--- src/rtl/ps2_pkg.sv ---
// ============================================================================
// Module   : ps2_pkg
// Brief    : Shared types and constants for the PS/2 frame receiver.
// Revision : 1.0 - initial release
// ============================================================================
`default_nettype none

package ps2_pkg;

    typedef enum logic [1:0] {
        IDLE   = 2'd0,
        DATA   = 2'd1,
        PARITY = 2'd2,
        STOP   = 2'd3
    } ps2_state_t;

    localparam logic [7:0] PS2_BREAK     = 8'hF0;
    localparam logic [7:0] PS2_EXT       = 8'hE0;
    localparam int         PS2_FRAME_LEN = 11;

    // True when the 8 data bits plus the parity bit hold an odd number of ones.
    function automatic logic ps2_odd_ones(input logic [8:0] bits);
        return ^bits;
    endfunction

endpackage

`default_nettype wire

--- src/rtl/ps2_clk_filter.sv ---
// ============================================================================
// Module   : ps2_clk_filter
// Brief    : 2-FF synchronisers, PS2Clk glitch filter and falling-edge pulse.
// Revision : 1.0 - initial release
// ============================================================================
`default_nettype none

module ps2_clk_filter #(
    parameter int FILTER_LEN = 4
) (
    input  logic FPGAClk,
    input  logic rst,
    input  logic PS2Clk,
    input  logic datain,
    output logic fall,
    output logic toggle,
    output logic data_sync
);

    logic [1:0] r_clk_sync;
    logic [1:0] r_dat_sync;
    logic       r_level;
    logic [3:0] r_cnt;
    logic       r_fall;
    logic       r_toggle;
    logic       w_differ;
    logic       w_flip;

    assign w_differ = (r_clk_sync[1] != r_level);
    // The current sample is the FILTER_LEN-th consecutive one disagreeing.
    assign w_flip   = w_differ && (r_cnt == 4'(FILTER_LEN - 1));

    always_ff @(posedge FPGAClk or negedge rst) begin
        if (!rst) begin
            r_clk_sync <= 2'b11;
            r_dat_sync <= 2'b11;
            r_level    <= 1'b1;
            r_cnt      <= 4'd0;
            r_fall     <= 1'b0;
            r_toggle   <= 1'b0;
        end else begin
            r_clk_sync <= {r_clk_sync[0], PS2Clk};
            r_dat_sync <= {r_dat_sync[0], datain};
            r_fall     <= w_flip && r_level;
            r_toggle   <= w_flip;
            if (w_flip) begin
                r_level <= ~r_level;
                r_cnt   <= 4'd0;
            end else if (w_differ) begin
                r_cnt <= r_cnt + 4'd1;
            end else begin
                r_cnt <= 4'd0;
            end
        end
    end

    assign fall      = r_fall;
    assign toggle    = r_toggle;
    assign data_sync = r_dat_sync[1];

endmodule

`default_nettype wire

--- src/rtl/ps2_frame_rx.sv ---
// ============================================================================
// Module   : ps2_frame_rx
// Brief    : PS/2 keyboard frame receiver with E0/F0 prefix stripping.
//            Define PS2_PARITY_CHECK_EN to enforce odd parity.
// Revision : 1.0 - initial release
// ============================================================================
`default_nettype none

module ps2_frame_rx
    import ps2_pkg::*;
#(
    parameter int FILTER_LEN     = 4,
    parameter int TIMEOUT_CYCLES = 5000
) (
    input  logic       FPGAClk,
    input  logic       rst,
    input  logic       PS2Clk,
    input  logic       datain,
    output logic [7:0] key,
    output logic       key_valid,
    output logic       key_ext,
    output logic       frame_err,
    output logic       busy
);

    localparam int c_tcnt_w = $clog2(TIMEOUT_CYCLES);

    logic                w_fall;
    logic                w_toggle;
    logic                w_data;
    logic                w_timeout;
    logic                w_par_ok;

    ps2_state_t          r_state,   w_state_nxt;
    logic [7:0]          r_shift,   w_shift_nxt;
    logic [2:0]          r_bcnt,    w_bcnt_nxt;
    logic                r_brk,     w_brk_nxt;
    logic                r_ext,     w_ext_nxt;
    logic [7:0]          r_key,     w_key_nxt;
    logic                r_key_ext, w_key_ext_nxt;
    logic                r_kv,      w_kv_nxt;
    logic                r_ferr,    w_ferr_nxt;
    logic [c_tcnt_w-1:0] r_tcnt;

    ps2_clk_filter #(
        .FILTER_LEN (FILTER_LEN)
    ) u_filter (
        .FPGAClk   (FPGAClk),
        .rst       (rst),
        .PS2Clk    (PS2Clk),
        .datain    (datain),
        .fall      (w_fall),
        .toggle    (w_toggle),
        .data_sync (w_data)
    );

`ifdef PS2_PARITY_CHECK_EN
    logic r_par;

    always_ff @(posedge FPGAClk or negedge rst) begin
        if (!rst) begin
            r_par <= 1'b0;
        end else if (w_fall && !w_timeout && r_state == PARITY) begin
            r_par <= w_data;
        end
    end

    assign w_par_ok = ps2_odd_ones({r_shift, r_par});
`else
    assign w_par_ok = 1'b1;
`endif

    assign w_timeout = (r_state != IDLE) && (r_tcnt == c_tcnt_w'(TIMEOUT_CYCLES - 1));

    always_ff @(posedge FPGAClk or negedge rst) begin
        if (!rst) begin
            r_tcnt <= '0;
        end else if (r_state == IDLE || w_toggle || w_timeout) begin
            r_tcnt <= '0;
        end else begin
            r_tcnt <= r_tcnt + c_tcnt_w'(1);
        end
    end

    always_ff @(posedge FPGAClk or negedge rst) begin
        if (!rst) begin
            r_state   <= IDLE;
            r_shift   <= 8'h00;
            r_bcnt    <= 3'd0;
            r_brk     <= 1'b0;
            r_ext     <= 1'b0;
            r_key     <= 8'h00;
            r_key_ext <= 1'b0;
            r_kv      <= 1'b0;
            r_ferr    <= 1'b0;
        end else begin
            r_state   <= w_state_nxt;
            r_shift   <= w_shift_nxt;
            r_bcnt    <= w_bcnt_nxt;
            r_brk     <= w_brk_nxt;
            r_ext     <= w_ext_nxt;
            r_key     <= w_key_nxt;
            r_key_ext <= w_key_ext_nxt;
            r_kv      <= w_kv_nxt;
            r_ferr    <= w_ferr_nxt;
        end
    end

    always_comb begin
        w_state_nxt   = r_state;
        w_shift_nxt   = r_shift;
        w_bcnt_nxt    = r_bcnt;
        w_brk_nxt     = r_brk;
        w_ext_nxt     = r_ext;
        w_key_nxt     = r_key;
        w_key_ext_nxt = r_key_ext;
        w_kv_nxt      = 1'b0;
        w_ferr_nxt    = 1'b0;

        // A timeout takes priority over any edge arriving in the same cycle.
        if (w_timeout) begin
            w_state_nxt = IDLE;
            w_ferr_nxt  = 1'b1;
            w_brk_nxt   = 1'b0;
            w_ext_nxt   = 1'b0;
        end else if (w_fall) begin
            case (r_state)
                IDLE: begin
                    if (!w_data) begin
                        w_state_nxt = DATA;
                        w_bcnt_nxt  = 3'd0;
                    end
                end
                DATA: begin
                    w_shift_nxt = {w_data, r_shift[7:1]};
                    if (r_bcnt == 3'd7) begin
                        w_state_nxt = PARITY;
                    end else begin
                        w_bcnt_nxt = r_bcnt + 3'd1;
                    end
                end
                PARITY: begin
                    w_state_nxt = STOP;
                end
                STOP: begin
                    w_state_nxt = IDLE;
                    if (w_data && w_par_ok) begin
                        if (r_shift == PS2_EXT) begin
                            w_ext_nxt = 1'b1;
                        end else if (r_shift == PS2_BREAK) begin
                            w_brk_nxt = 1'b1;
                        end else if (r_brk) begin
                            w_brk_nxt = 1'b0;
                            w_ext_nxt = 1'b0;
                        end else begin
                            w_key_nxt     = r_shift;
                            w_key_ext_nxt = r_ext;
                            w_kv_nxt      = 1'b1;
                            w_ext_nxt     = 1'b0;
                        end
                    end else begin
                        w_ferr_nxt = 1'b1;
                        w_brk_nxt  = 1'b0;
                        w_ext_nxt  = 1'b0;
                    end
                end
                default: begin
                    w_state_nxt = IDLE;
                end
            endcase
        end
    end

    assign key       = r_key;
    assign key_valid = r_kv;
    assign key_ext   = r_key_ext;
    assign frame_err = r_ferr;
    assign busy      = (r_state != IDLE);

endmodule

`default_nettype wire
--- config.mk ---
export PLATFORM = sky130hd
export DESIGN_NAME = ps2_frame_rx
export DESIGN_NICKNAME = d
export VERILOG_FILES = /design/src/rtl/ps2_pkg.sv /design/src/rtl/ps2_clk_filter.sv /design/src/rtl/ps2_frame_rx.sv
export SDC_FILE = /design/constraint.sdc
export NUM_CORES = 1
export LEC_CHECK = 0
export BUFFER_PORTS_ARGS = -buffer_cell sky130_fd_sc_hd__buf_4
export CAP_MARGIN = 20
export CORE_ASPECT_RATIO = 0.8
export CORE_MARGIN = 3
export CORE_UTILIZATION = 50
export CTS_CLUSTER_DIAMETER = 50
export DETAILED_ROUTE_END_ITERATION = 10
export PLACE_DENSITY_LB_ADDON = 0.2
export SETUP_SLACK_MARGIN = 0.2
export SYNTH_ARGS = -nofsm -noshare
export SYNTH_HDL_FRONTEND = slang
export SYNTH_SLANG_ARGS = --single-unit
--- constraint.sdc ---
create_clock -name FPGAClk -period 6 [get_ports FPGAClk]
set_input_delay 0.3 -clock FPGAClk [delete_from_list [all_inputs] [get_ports FPGAClk]]
set_output_delay 0.3 -clock FPGAClk [all_outputs]
set_load 0.03 [all_outputs]
==> metrics.md <==
| Metric | Value |
|---|---|
| Most used DFF post-synth | `dfrtp_1` |
| Maximum clock rate | `~470 MHz` |
| CP endpoint kind | `flip-flop` |
| Routed via count | `around 1400` |
| Hold Violations, Final | `0` |
| Seq cells post-synth | `50` |
| Number of global-route vias before repair | `between 1000 and 1500` |
| Post-route DRC | `0` |
| Crit Path Max Fanout | `10` |
| Worst r2r src | `r_state[0]` |
| Reg2Reg Depth | `6` |
| FP Rows | `21` |
| Asr flop ratio synth | `100.0%` |
| Post-synthesis cell count | `180` |
| WP data arrival | `2.31 ns` |
| Core area | `roughly 4200 µm²` |
| R2r endpoint | `key[0]` |
| Router iterations before antenna repair | `4` |
| First-pass GRT wire length | `~6700 µm` |
| Lkg Pwr | `roughly 0.0012 µW` |
| Clock buffer depth | `2` |
| CTS tree | `yes` |
| DR vias/cell | `5.446` |
| Post-CTS Hold Fix Bufs | `0` |
| Fraction of layout cells with a size suffix above 1 | `27.86%` |
| Max Cap Viol | `0` |
| Crit path kind | `flip-flop to flip-flop` |
| Worst skew pair latency | `roughly 0.30 ns` |
| Largest net degree at the start of global routing | `a little over 50` |
| YS warnings | `0` |
| Initial DRC count | `93` |
| Setup-failing EPs final | `0` |
| Post-CTS setup buffer count | `0` |
| Area Growth Syn to Fin | `12.01%` |
| GR Util All Layers | `16.26%` |
| I/O pins | `16` |
| Initial antenna violation count | `0` |
| Setup slack, reg-to-reg | `about 3.9 ns` |
| CP required | `roughly 6.2 ns` |
| Gr ovfl total | `0` |
| Syn_nets | `between 150 and 200` |
| Fin Hold WS | `between 0.002 and 0.003 ns` |
| Final nets | `~210` |
| Post-synth design cell area | `2230 µm²` |
| Wire per inst | `between 10 and 15 µm` |
| Chip Width | `around 81 µm` |
| Die footprint | `approximately 5300 µm²` |
| CTS resizes | `0` |
| Seq/Total Area, Yosys | `a little under three fifths` |
| Worst hold path class | `input port to asynchronous set/reset pin` |
| Initial Util | `52.71%` |
| H-tree depth | `2` |
| RSZ-0062 raised after global routing | `no` |
| Routability Congestion | `approximately 0.80` |
| Post-route clock period utilization | `between 30% and 40%` |
| Clk pin slew, worst setup/hold paths | `approximately 0.090 ns` |
| Clock Tree Root | `clkbuf_8` |
| Clock skew | `about 0.007 ns` |
| Diode count | `0` |
| Mean Syn Cell Area | `12.39 µm²` |
| PortBufs | `15` |
| Slew HR | `approximately three fifths` |
| Pwr dens | `just over 300 nW/µm²` |
| Post-route antenna net violation count | `0` |
| CP startpoint kind | `flip-flop` |
| EDFF count, synth | `0` |
| Unique masters post-synth | `39` |
| Max VDD drop | `roughly 170 µV` |
| WL final | `3707 µm` |
| Final TNS setup | `0 ns` |
| Crit path time final | `2.122 ns` |
| Clk sink count | `50` |
| Outcome | `complete, no violations` |
| Measured slew at the worst slew-check pin | `around 0.61 ns` |
| CTS buffer count | `5` |
| Die extent in y | `between 60 and 70 µm` |
| Slew Limit Fails | `0` |
| DP HPWL | `~2600 µm` |
critical path: stages (launching register included):
cell and delay (ns):
dfrtp_1 0.42, inv_1 0.10, ha_1 0.30, nor4b_4 0.37
nand4_4 0.21, o211ai_4 0.23, mux2_2 0.39
report_power, final:
part	switching, µW	internal [µW]	leakage [µW]
Combinational	90.3	64.7	0.000476
Clock	118	84.3	0.0000447
Sequential	37.4	378	0.000666
Total	245	527	0.00119
layout by cell type (no fill, tap or decap), types with 3 or more instances in the layout:
master / Yosys / final
and3_1: 3 / 3
buf_4: 0 / 15
clkbuf_8: 0 / 5
dfrtp_1: 45 / 45
dfstp_2: 5 / 5
ha_1: 8 / 8
inv_1: 9 / 9
mux2_2: 19 / 19
nand2_1: 10 / 10
nand3_1: 6 / 6
nand4_1: 3 / 3
nor2_1: 19 / 19
nor3_1: 8 / 8
o21ai_0: 3 / 3
xnor2_1: 9 / 9
xor2_1: 4 / 4
synthesized netlist by cell type (2+ instances only):
cell type	count	area share, %
dfrtp_1	45	51
mux2_2	19	9.6
nor2_1	19	3.2
nand2_1	10	1.7
inv_1	9	1.5
xnor2_1	9	3.5
ha_1	8	4.5
nor3_1	8	1.8
nand3_1	6	1.3
dfstp_2	5	5.9
xor2_1	4	1.6
and3_1	3	0.84
nand4_1	3	0.84
o21ai_0	3	0.67
buf_2	2	0.45
mux2i_1	2	0.90
nor2b_1	2	0.56
nor3b_1	2	0.67
final cells by class:
| type | instances | area [µm²] |
|---|---|---|
| Tap cell | 57 | 71.32 |
| Inverter | 9 | 33.78 |
| Fill cell | 332 | 1733 |
| Clock inverter | 3 | 25.02 |
| Clock buffer | 5 | 68.82 |
| Sequential cell | 50 | 1257 |
| Multi-Input combinational cell | 119 | 928.4 |
| Timing Repair Buffer | 15 | 112.6 |
sequential cells by signal, indices dropped and copies added, names as in the netlist:
name,count
frame_err,1
u_filter.r_cnt,4
r_bcnt,3
r_brk,1
u_filter.r_clk_sync,2
r_tcnt,13
u_filter.r_level,1
u_filter.r_dat_sync,2
r_ext,1
u_filter.fall,1
r_shift,8
key_valid,1
r_state,2
key_ext,1
key,8
u_filter.toggle,1
worst max-delay path by stage:
stage                    start      end  slack [ns]
detailed placement  r_state[0]   key[0]        3.91
global route        r_state[0]  key_ext        3.77
floorplan           r_state[0]   key[0]        4.12
global placement    r_state[0]   key[5]        4.01
CTS                 r_state[0]   key[0]        3.89
finish              r_state[0]   key[0]        3.88
metrics by stage:
| stage | util (%) | power (µW) | std cells | worst slack, ns | area (µm²) |
|---|---|---|---|---|---|
| 6_report | 59.04 | 772.5 | 258 | 3.878 | 2497 |
| 3_5_place_dp | 56.82 | 576.6 | 250 | 3.913 | 2404 |
| 5_1_grt | 59.04 | 820.3 | 258 | 3.770 | 2497 |
| 4_1_cts | 59.04 | 779.7 | 258 | 3.890 | 2497 |
| 3_3_place_gp | 56.82 | 567.3 | 250 | 4.009 | 2404 |
| 2_1_floorplan | - | 529.9 | 180 | 4.117 | 2230 |
layer usage:
metal	wire (µm)	GRT usage [%]
met3	155	4.110
met4	48	4.641
met2	1673	24.90
met1	1829	22.98
met5	0	0
cell families after synthesis:
group	after synthesis	share of synthesized area [%]
DFF	50	56.40
buffers and inverters	11	1.964
muxes	22	11.17
adders and majority gates	8	4.490
AOI/OAI and AO/OA	11	3.985
xor gates and xnor gates	13	5.107
and+or+nand+nor	65	16.89
Note: power is estimated with default switching activity, not from simulation.
